[src/rtl/vram_pkg.sv]
// Shared types and defaults for the VRAM arbiter.
package vram_pkg;

  typedef enum logic [1:0] {IDLE, WAIT, RDATA} state_e;

  localparam int DEF_AW         = 12;
  localparam int DEF_DW         = 8;
  localparam int DEF_STARVE_MAX = 4;

  // Bank-select width; a single bank still carries one select bit.
  function automatic int bank_bits(input int nbanks);
    return (nbanks > 1) ? $clog2(nbanks) : 1;
  endfunction

endpackage

[src/rtl/vram_bank_mux.sv]
// Per-bank port mux: the CPU owns the bank only in its grant slot, otherwise
// the render fetch drives it. Also produces the render valid/stall flags.
module vram_bank_mux #(
  parameter int AW = 12,
  parameter int DW = 8
) (
  input  logic          clk,
  input  logic          rst_n,
  input  logic          en,
  input  logic          vdc_req,
  input  logic [AW-1:0] vdc_a,
  input  logic          cpu_sel,
  input  logic          cpu_rd,
  input  logic [AW-1:0] cpu_a,
  input  logic [DW-1:0] cpu_di,
  output logic [AW-1:0] mem_a,
  output logic [DW-1:0] mem_di,
  output logic          mem_rd_n,
  output logic          mem_wr_n,
  output logic          vdc_valid,
  output logic          vdc_stall
);

  // cpu_sel already includes the enable, so a grant with a live render
  // request can only be the forced one.
  assign vdc_stall = vdc_req && cpu_sel;
  assign mem_a     = cpu_sel ? cpu_a : vdc_a;
  assign mem_di    = cpu_di;
  assign mem_rd_n  = cpu_sel ? !cpu_rd : !(en && vdc_req);
  assign mem_wr_n  = !(cpu_sel && !cpu_rd);

  // Render data is valid one CE cycle after an accepted fetch.
  always_ff @(posedge clk or negedge rst_n) begin
    if (!rst_n)  vdc_valid <= 1'b0;
    else if (en) vdc_valid <= vdc_req && !vdc_stall;
  end

endmodule

[src/rtl/vram_arb.sv]
// N-bank VRAM arbiter: render fetch has slot priority, the CPU command waits
// in a one-entry register and is force-granted after STARVE_MAX CE cycles.
module vram_arb import vram_pkg::*; #(
  parameter  int NBANKS     = 2,
  parameter  int AW         = DEF_AW,
  parameter  int DW         = DEF_DW,
  parameter  int STARVE_MAX = DEF_STARVE_MAX,
  localparam int BW         = bank_bits(NBANKS)
) (
  input  logic                 CLK,
  input  logic                 nRST,
  input  logic                 CE,
  input  logic [AW+BW-1:0]     CPU_A,
  input  logic [DW-1:0]        CPU_DI,
  output logic [DW-1:0]        CPU_DO,
  input  logic                 CPU_RD,
  input  logic                 CPU_WR,
  output logic                 CPU_BUSY,
  input  logic [NBANKS-1:0]    VDC_REQ,
  input  logic [NBANKS*AW-1:0] VDC_A,
  output logic [NBANKS*DW-1:0] VDC_DO,
  output logic [NBANKS-1:0]    VDC_VALID,
  output logic [NBANKS-1:0]    VDC_STALL,
  output logic [NBANKS*AW-1:0] MEM_A,
  output logic [NBANKS*DW-1:0] MEM_DI,
  input  logic [NBANKS*DW-1:0] MEM_DO,
  output logic [NBANKS-1:0]    nMEM_RD,
  output logic [NBANKS-1:0]    nMEM_WR
);

  state_e            state;
  logic [AW+BW-1:0]  cmd_a;
  logic [DW-1:0]     cmd_d;
  logic              cmd_rd;
  logic [3:0]        starve;
  logic [BW-1:0]     tgt;
  logic              tgt_ok;
  logic              en;
  logic [NBANKS-1:0] gnt;
  logic              grant;
  logic [DW-1:0]     rd_mux;

  // Strobes are inactive while CE is low or reset is asserted.
  assign en     = CE && nRST;
  assign tgt    = cmd_a[AW+BW-1 -: BW];
  assign tgt_ok = ({1'b0, tgt} < (BW+1)'(NBANKS));
  assign grant  = |gnt;
  assign VDC_DO = MEM_DO;

  for (genvar b = 0; b < NBANKS; b++) begin : g_bank
    assign gnt[b] = en && (state == WAIT) && tgt_ok && (tgt == BW'(b)) &&
                    (!VDC_REQ[b] || starve == 4'(STARVE_MAX));

    vram_bank_mux #(.AW(AW), .DW(DW)) u_mux (
      .clk       (CLK),
      .rst_n     (nRST),
      .en        (en),
      .vdc_req   (VDC_REQ[b]),
      .vdc_a     (VDC_A[b*AW +: AW]),
      .cpu_sel   (gnt[b]),
      .cpu_rd    (cmd_rd),
      .cpu_a     (cmd_a[AW-1:0]),
      .cpu_di    (cmd_d),
      .mem_a     (MEM_A[b*AW +: AW]),
      .mem_di    (MEM_DI[b*DW +: DW]),
      .mem_rd_n  (nMEM_RD[b]),
      .mem_wr_n  (nMEM_WR[b]),
      .vdc_valid (VDC_VALID[b]),
      .vdc_stall (VDC_STALL[b])
    );
  end

  // Read-back select for the target bank; an out-of-range bank reads all-ones.
  always_comb begin
    rd_mux = '1;
    for (int b = 0; b < NBANKS; b++)
      if (tgt == BW'(b)) rd_mux = MEM_DO[b*DW +: DW];
  end

  // Command FSM with starvation counter; BUSY mirrors "state != IDLE".
  always_ff @(posedge CLK or negedge nRST) begin
    if (!nRST) begin
      state    <= IDLE;
      CPU_BUSY <= 1'b0;
      CPU_DO   <= '0;
      cmd_a    <= '0;
      cmd_d    <= '0;
      cmd_rd   <= 1'b0;
      starve   <= '0;
    end else if (CE) begin
      case (state)
        IDLE: if (CPU_RD || CPU_WR) begin
          cmd_a    <= CPU_A;
          cmd_d    <= CPU_DI;
          cmd_rd   <= CPU_RD;
          starve   <= '0;
          state    <= WAIT;
          CPU_BUSY <= 1'b1;
        end
        WAIT: begin
          if (!tgt_ok) begin
            if (cmd_rd) CPU_DO <= '1;
            state    <= IDLE;
            CPU_BUSY <= 1'b0;
          end else if (grant) begin
            starve <= '0;
            if (cmd_rd) state <= RDATA;
            else begin
              state    <= IDLE;
              CPU_BUSY <= 1'b0;
            end
          end else if (starve != 4'(STARVE_MAX)) begin
            starve <= starve + 4'd1;
          end
        end
        RDATA: begin
          CPU_DO   <= rd_mux;
          state    <= IDLE;
          CPU_BUSY <= 1'b0;
        end
        default: begin
          state    <= IDLE;
          CPU_BUSY <= 1'b0;
        end
      endcase
    end
  end

endmodule
[config.mk]
export PLATFORM = sky130hd
export DESIGN_NAME = vram_arb
export DESIGN_NICKNAME = d
export VERILOG_FILES = /design/src/rtl/vram_pkg.sv /design/src/rtl/vram_bank_mux.sv /design/src/rtl/vram_arb.sv
export SDC_FILE = /design/constraint.sdc
export NUM_CORES = 1
export LEC_CHECK = 0
export CORE_MARGIN = 1
export CORE_UTILIZATION = 38
export DETAILED_ROUTE_END_ITERATION = 7
export GPL_TIMING_DRIVEN = 0
export HOLD_SLACK_MARGIN = 0.12
export PLACE_DENSITY_LB_ADDON = 0.2
export SYNTH_ARGS = -nofsm -noshare
export SYNTH_HDL_FRONTEND = slang
export SYNTH_SLANG_ARGS = --single-unit
[constraint.sdc]
create_clock -name CLK -period 4.07 [get_ports CLK]
set_input_delay 1.221 -clock CLK [delete_from_list [all_inputs] [get_ports CLK]]
set_output_delay 1.221 -clock CLK [all_outputs]
set_load 0.02 [all_outputs]
==> flow_metrics.py, run 1 <==
metrics = {
    "power": {
        "p_sw_mw": 0.814,
        "swShare_pct": 38.1,
        "clkPwrFrac_pct": 11.9,
        "vdd_drop_max_mv": 0.281,
        "p_comb_share_pct": 54.9,
        "internal-power_mw": 1.33,
        "p_seq_share_pct": 33.3,
        "pwr_density_cell_nw_per_um2": 535,
        "p_leak_nw": 1.77,
    },
    "cts": {
        "cts_buffers": 5,
        "cts_tree": "yes",
        "clockBufferDepth": 2,
        "clk_pin_slew_ps": 70,
        "clockRootBuffer": "clkbuf_8",
        "hold_buffers": 0,
        "clkSinkCount": 39,
        "cts_max_level": 2,
        "clk_latency_ps": 290,
    },
    "timing": {
        "period_share_pct": 99.6,
        "min_period_ps": 4050,
        "fin_worst_skew_ps": 3.93,
        "hold_viol": 0,
        "tightest_slew_ps": 671,
        "setup_viol": 0,
        "layout_setup_ws_ps": 17.7,
        "drv_slew": 0,
        "slew_headroom_pct": 54.5,
        "rsz0062_at_grt": "true",
        "fmax_mhz": 247,
    },
    "layout": {
        "final-seq-area_um2": 976,
        "fin_area_um2": 4000,
        "layout.cells.non_filler": 444,
        "fillerInstances": 498,
        "antenna_cells": 0,
        "final_common_cell": "clkdlybuf4s50_1",
        "multiInputGateArea_um2": 1080,
        "drive_above_1_share_pct": 37.1,
        "syn_to_final_growth_pct": 70.6,
        "fin_util_pct": 67.5,
        "mostFrequentLayoutCells": "clkdlybuf4s50_1, buf_4, mux2_2, dfrtp_1, clkbuf_2",
        "nets": 438,
    },
    "floorplanning": {
        "coreArea_um2": 5920,
        "start_util_pct": 39.6,
        "die_x_um": 80.5,
        "die_h_um": 80.5,
        "io_pins": 141,
        "rows": 28,
        "die_area_um2": 6490,
    },
    "placement": {
        "dp_slack_ps": -1030,
        "io_buffers": 140,
        "dpl.hpwl_um": 5120,
        "place.gp.congestion": 0.762,
        "dpl_cell_area_um2": 3850,
        "dp.cells": 421,
    },
    "outcome": {
        "status": "finished, final reports clean",
    },
    "critical_path": {
        "cpLargestDelayFamily": "buffers and inverters",
        "cp_slowest_cell": "a2111oi_4",
        "r2r_end": "cmd_a[11]",
        "worstSetupEndpoint": "MEM_A[17]",
        "rrSetupSlack_ps": 1970,
        "reg2reg_from": "state[1]",
        "critPathCaptureType": "output pin",
        "path_cells": "dlygate4sd2_1 > a2111oi_4 > buf_4 > clkbuf_4 > mux2_2 > clkdlybuf4s15_1",
        "path_depth": 6,
        "path_max_fanout": 4,
        "reg2reg_depth": 4,
        "max_stage_delay_ps": 340,
        "cp-start-kind": "input port",
        "critical_path_class": "in2out",
        "critical_path_buf_inv_count": 4,
        "critPathLaunch": "VDC_REQ[1]",
        "required_ps": 2850,
        "arrival_ps": 2830,
    },
    "routing": {
        "vias_per_cell": 4.77,
        "first_pass_iters": 4,
        "initialDrtViolationCount": 56,
        "wl_per_cell_um": 15.1,
        "final_antenna_net_count": 0,
        "drc_errors": 0,
        "drt_wl_total_um": 6730,
        "vias": 2118,
    },
    "global_routing": {
        "antenna_found_initial": 0,
        "gr-total-overflow": 0,
        "grt_pass1_vias": 2177,
        "grt_use_total_pct": 21.5,
        "grt_start_max_net_pins": 21,
        "grt_first_pass_wirelength_um": 10500,
    },
    "synthesis": {
        "syn_area_per_cell_um2": 11.4,
        "synthFlopType": "dfrtp_1",
        "synthArstFlopShare_pct": 100,
        "synth-edff-count": 0,
        "synth_cell_types": 36,
        "synth-seq-area-share_pct": 41.6,
        "syn_area_um2": 2340,
        "ys_ff_latch": 39,
        "syn_nets": 275,
        "syn_inst": 205,
        "yosysWarnings": 0,
    },
    "job": {
        "cap_violations": 0,
    },
    "worst_hold_path": {
        "hold_depth": 2,
        "min_path_type": "reg2reg",
    },
}
what timing repair did:
| action | 4_1_cts | 5_1_grt |
|---|---|---|
| setup buffers | 10 | 2 |
| gates cloned | 3 | 0 |
| endpoints found under the setup margin | 30 | 28 |
| gates resized for setup | 49 | 50 |
| pin swaps | 2 | 1 |
state kept, by name (all words and copies together) (netlist names):
signal	flops
cmd_rd	1
starve	4
cmd_d	8
state	2
CPU_BUSY	1
g_bank.u_mux.vdc_valid	2
CPU_DO	8
cmd_a	13
area by class of cell:
cell class / count / share of cell area, %
plain buffers: 39 / 7.23
clock buffers: 7 / 1.91
clock inverters: 1 / 0.125
inverters: 4 / 0.376
multi-input cells: 123 / 27.0
flip-flops and latches: 39 / 24.4
well taps: 75 / 2.35
repair buffers: 156 / 36.6
stage by stage:
step	power, mW	hold slack, ps	TNS [ps]
2_1_floorplan	1.37	448	0
3_3_place_gp	1.87	460	-77180
3_5_place_dp	1.90	469	-27850
4_1_cts	2.16	486	0
5_1_grt	2.27	513	-31.7
6_report	2.14	479	0
power groups by stage:
stage	Clock [mW]	Sequential, mW	Combinational (mW)
3_5_place_dp	0	0.720	1.18
5_1_grt	0.277	0.741	1.25
3_3_place_gp	0	0.709	1.16
6_report	0.254	0.712	1.17
4_1_cts	0.264	0.714	1.18
2_1_floorplan	0	0.785	0.590
cells in the mapped netlist (2+ instances only):
library cell / n / share of area (%)
buf_4: 33 / 11
o21ai_0: 12 / 2.6
mux2i_1: 8 / 3.4
nand2b_1: 4 / 1.1
or3b_2: 2 / 0.75
buf_2: 3 / 0.64
dfrtp_1: 39 / 42
nand3_1: 3 / 0.64
ha_1: 2 / 1.1
and2_1: 2 / 0.53
mux2_2: 46 / 22
nor2b_1: 3 / 0.80
nand2_1: 16 / 2.6
inv_1: 4 / 0.64
a21o_1: 2 / 0.64
a2111oi_4: 2 / 2.3
buf_6: 2 / 0.96
nor2_1: 4 / 0.64
worst reg2reg max path, delay by kind of cell (launching register included):
family,cells,cell delay (ps)
and+or+nand+nor,2,800
DFF,1,430
muxes,1,370
buffers and inverters,1,380
metal layers:
layer	wire length (um)	track usage (%)	part of all wire, %	vias up
met3	461	6.14	6.9	5
met5	0	0	0	-
met4	43	5.54	0.64	0
met1	2740	25.4	41	1025
li1	-	-	-	1017
met2	3480	37.9	52	71
how the worst min path moves through the flow:
stage                                         start                        end
after floorplan           g_bank[0].u_mux.vdc_valid  g_bank[0].u_mux.vdc_valid
after global placement    g_bank[1].u_mux.vdc_valid  g_bank[1].u_mux.vdc_valid
after detailed placement                  CPU_DO[7]                  CPU_DO[7]
after CTS                                 CPU_DO[7]                  CPU_DO[7]
after global routing      g_bank[1].u_mux.vdc_valid  g_bank[1].u_mux.vdc_valid
final                                     CPU_DO[2]                  CPU_DO[2]
cells by family (layout without fill, tap and decap cells):
logic type / count (synthesis) / count (layout) / share of synthesized area, %
flops: 39 / 39 / 41.6
simple gates: 41 / 41 / 9.82
compound gates: 26 / 26 / 8.97
mux: 54 / 54 / 25.5
buf+inv: 43 / 207 / 13.0
fa+ha+maj: 2 / 2 / 1.07
(Power assumes the default switching activity.)
==> inputs of run 2 (changes only) <==
--- a/config.mk
+++ b/config.mk
@@ -11,6 +11,7 @@
 export GPL_TIMING_DRIVEN = 0
 export HOLD_SLACK_MARGIN = 0.12
 export PLACE_DENSITY_LB_ADDON = 0.2
+export SKIP_LAST_GASP = 1
 export SYNTH_ARGS = -nofsm -noshare
 export SYNTH_HDL_FRONTEND = slang
 export SYNTH_SLANG_ARGS = --single-unit
==> run 2 against run 1 <==
  * The run now ends with negative setup slack left
  * First-iteration DRC count increased by 3.6%
  * Cell count stayed put
  * Fmax shrank 0.70%
  * Sequential share of layout area is essentially flat
  * Power about the same
  * Via count rose by 0.28%
  * Routed wire length about the same
  * Largest cell class unchanged
  * Highest routed layer unchanged
==> flow_metrics.py, run 2 (synthesized netlist as in run 1, its figures left out) <==
metrics = {
    "outcome": {
        "status": "complete, but fails checks",
        "failed_checks": "negative setup slack",
    },
    "routing": {
        "initialDrtViolationCount": 58,
        "vias": 2124,
        "drc_errors": 0,
        "final_antenna_net_count": 0,
        "drt_wl_total_um": 6730,
        "vias_per_cell": 4.78,
        "first_pass_iters": 4,
        "wl_per_cell_um": 15.2,
    },
    "critical_path": {
        "critPathCaptureType": "output pin",
        "cp-start-kind": "input port",
        "reg2reg_depth": 4,
        "crit_top_cell": "dlygate4sd2_1",
        "rrSetupSlack_ps": 1970,
        "cpLargestDelayFamily": "buffers and inverters",
        "max_stage_delay_ps": 340,
        "required_ps": 2850,
        "path_max_fanout": 4,
        "path_cells": "dlygate4sd2_1 > a2111oi_4 > buf_4 > clkbuf_4 > mux2_2 > dlygate4sd2_1",
        "path_depth": 6,
        "cp_slowest_cell": "a2111oi_4",
        "critical_path_buf_inv_count": 4,
        "arrival_ps": 2860,
        "critical_path_class": "in2out",
    },
    "global_routing": {
        "antenna_found_initial": 0,
        "grt_pass1_vias": 2177,
        "grt_use_total_pct": 21.5,
        "gr-total-overflow": 0,
        "grt_first_pass_wirelength_um": 10500,
        "grt_start_max_net_pins": 21,
    },
    "floorplanning": {
        "io_pins": 141,
        "die_area_um2": 6490,
        "die_x_um": 80.5,
        "coreArea_um2": 5920,
        "start_util_pct": 39.6,
        "die_h_um": 80.5,
        "rows": 28,
    },
    "layout": {
        "reg_top3": "cmd_a x13, CPU_DO x8, cmd_d x8",
        "mostFrequentLayoutCells": "clkdlybuf4s50_1, mux2_2, buf_4, dfrtp_1, clkbuf_2",
        "drive_above_1_share_pct": 36.9,
        "final_common_cell": "clkdlybuf4s50_1",
        "syn_to_final_growth_pct": 70.4,
        "nets": 438,
        "fin_util_pct": 67.4,
        "top_register": "cmd_a",
        "largest_reg_flops": 13,
        "antenna_cells": 0,
        "layout.cells.non_filler": 444,
    },
    "power": {
        "internal-power_mw": 1.32,
        "clkPwrFrac_pct": 11.9,
        "p_sw_mw": 0.814,
        "pwr_density_cell_nw_per_um2": 536,
        "swShare_pct": 38.1,
        "p_leak_nw": 1.77,
        "vdd_drop_max_mv": 0.281,
        "p_seq_share_pct": 33.3,
        "p_comb_share_pct": 54.8,
        "p_total_mw": 2.14,
    },
    "timing": {
        "hold_slack_ps": 479,
        "slew_headroom_pct": 54.5,
        "drv_slew": 0,
        "period_share_pct": 100,
        "setup_viol": 1,
        "hold_viol": 0,
        "fin_worst_skew_ps": 3.93,
        "layout_setup_ws_ps": -10.9,
        "tightest_slew_ps": 671,
        "fmax_mhz": 245,
        "rsz0062_at_grt": "true",
        "setup_tns_ps": -10.9,
        "min_period_ps": 4080,
    },
    "placement": {
        "dpl.hpwl_um": 5120,
        "io_buffers": 140,
        "place.gp.congestion": 0.762,
        "dp.cells": 421,
    },
    "cts": {
        "clockBufferDepth": 2,
        "clk_pin_slew_ps": 70,
        "clk_latency_ps": 290,
        "cts_max_level": 2,
        "clockRootBuffer": "clkbuf_8",
        "hold_buffers": 0,
        "cts_tree": "yes",
        "cts_buffers": 5,
        "clkSinkCount": 39,
    },
    "job": {
        "cap_violations": 0,
    },
    "worst_hold_path": {
        "hold_depth": 2,
        "min_path_type": "reg2reg",
    },
}
-- run 2: cell count changes in the layout (fill, tap and decap cells not counted) --
cell	delta
buf_2	+1
clkdlybuf4s15_1	-1
dlygate4sd2_1	+2
a21boi_1	-1
or3b_2	+1
buf_4	-2
or3b_4	-1
a21boi_0	+1
-- run 2: worst paths after layout --
| check | start | end |
|---|---|---|
| setup / recovery | VDC_REQ[1] | MEM_A[17] |
| hold / removal | CPU_DO[2] | CPU_DO[2] |
| setup reg to reg | state[1] | cmd_a[11] |
| hold reg to reg | CPU_DO[2] | CPU_DO[2] |
| max in group asynchronous | nRST | g_bank[1].u_mux.vdc_valid |
| min in group asynchronous | nRST | cmd_d[5] |
-- run 2: layout make-up --
type | count | area (um^2)
Buffer | 39 | 289
Clock buffer | 7 | 76.3
Clock inverter | 1 | 5.00
Fill cell | 499 | 1930
Inverter | 4 | 15.0
Multi-Input combinational cell | 123 | 1080
Sequential cell | 39 | 976
Tap cell | 75 | 93.8
Timing Repair Buffer | 156 | 1460
-- run 2: tightest hold or removal path, delay by kind of cell (launching register included) --
kind	cells	cell delay [ps]
DFF	1	350
and+or+nand+nor	1	40
AOI/OAI and AO/OA	1	50
-- run 2: timing repair --
| item | in CTS | in global routing |
|---|---|---|
| endpoints found under the setup margin | 30 | 28 |
| pin swaps | 2 | 1 |
| hold endpoints to repair | 0 | 0 |
| gates cloned | 3 | 0 |
| setup buffers | 10 | 2 |
| resized for setup | 49 | 44 |
-- run 2: metrics by stage --
| stage | setup WS, ps | instance area [um^2] |
|---|---|---|
| 2_1_floorplan | 422 | 2340 |
| 3_3_place_gp | -2590 | 3840 |
| 3_5_place_dp | -1030 | 3850 |
| 4_1_cts | 0.418 | 4040 |
| 5_1_grt | -58.8 | 3990 |
| 6_report | -10.9 | 3990 |
-- run 2: layer usage --
layer  routed length [um]  share of wire [%]  vias to the layer above  global-route usage, %
li1                     -                  -                     1017                      -
met5                    0                  0                        -                      0
met4                   43               0.64                        0                   5.54
met2                 3490                 52                       69                   37.9
met3                  458                6.8                        5                   6.14
met1                 2740                 41                     1033                   25.4
-- run 2: power groups by stage --
stage	Combinational (mW)	Clock [mW]	Sequential [mW]
after global routing	1.25	0.277	0.741
final	1.17	0.254	0.712
after floorplan	0.590	0	0.785
after detailed placement	1.18	0	0.720
after global placement	1.16	0	0.709
after CTS	1.18	0.264	0.714
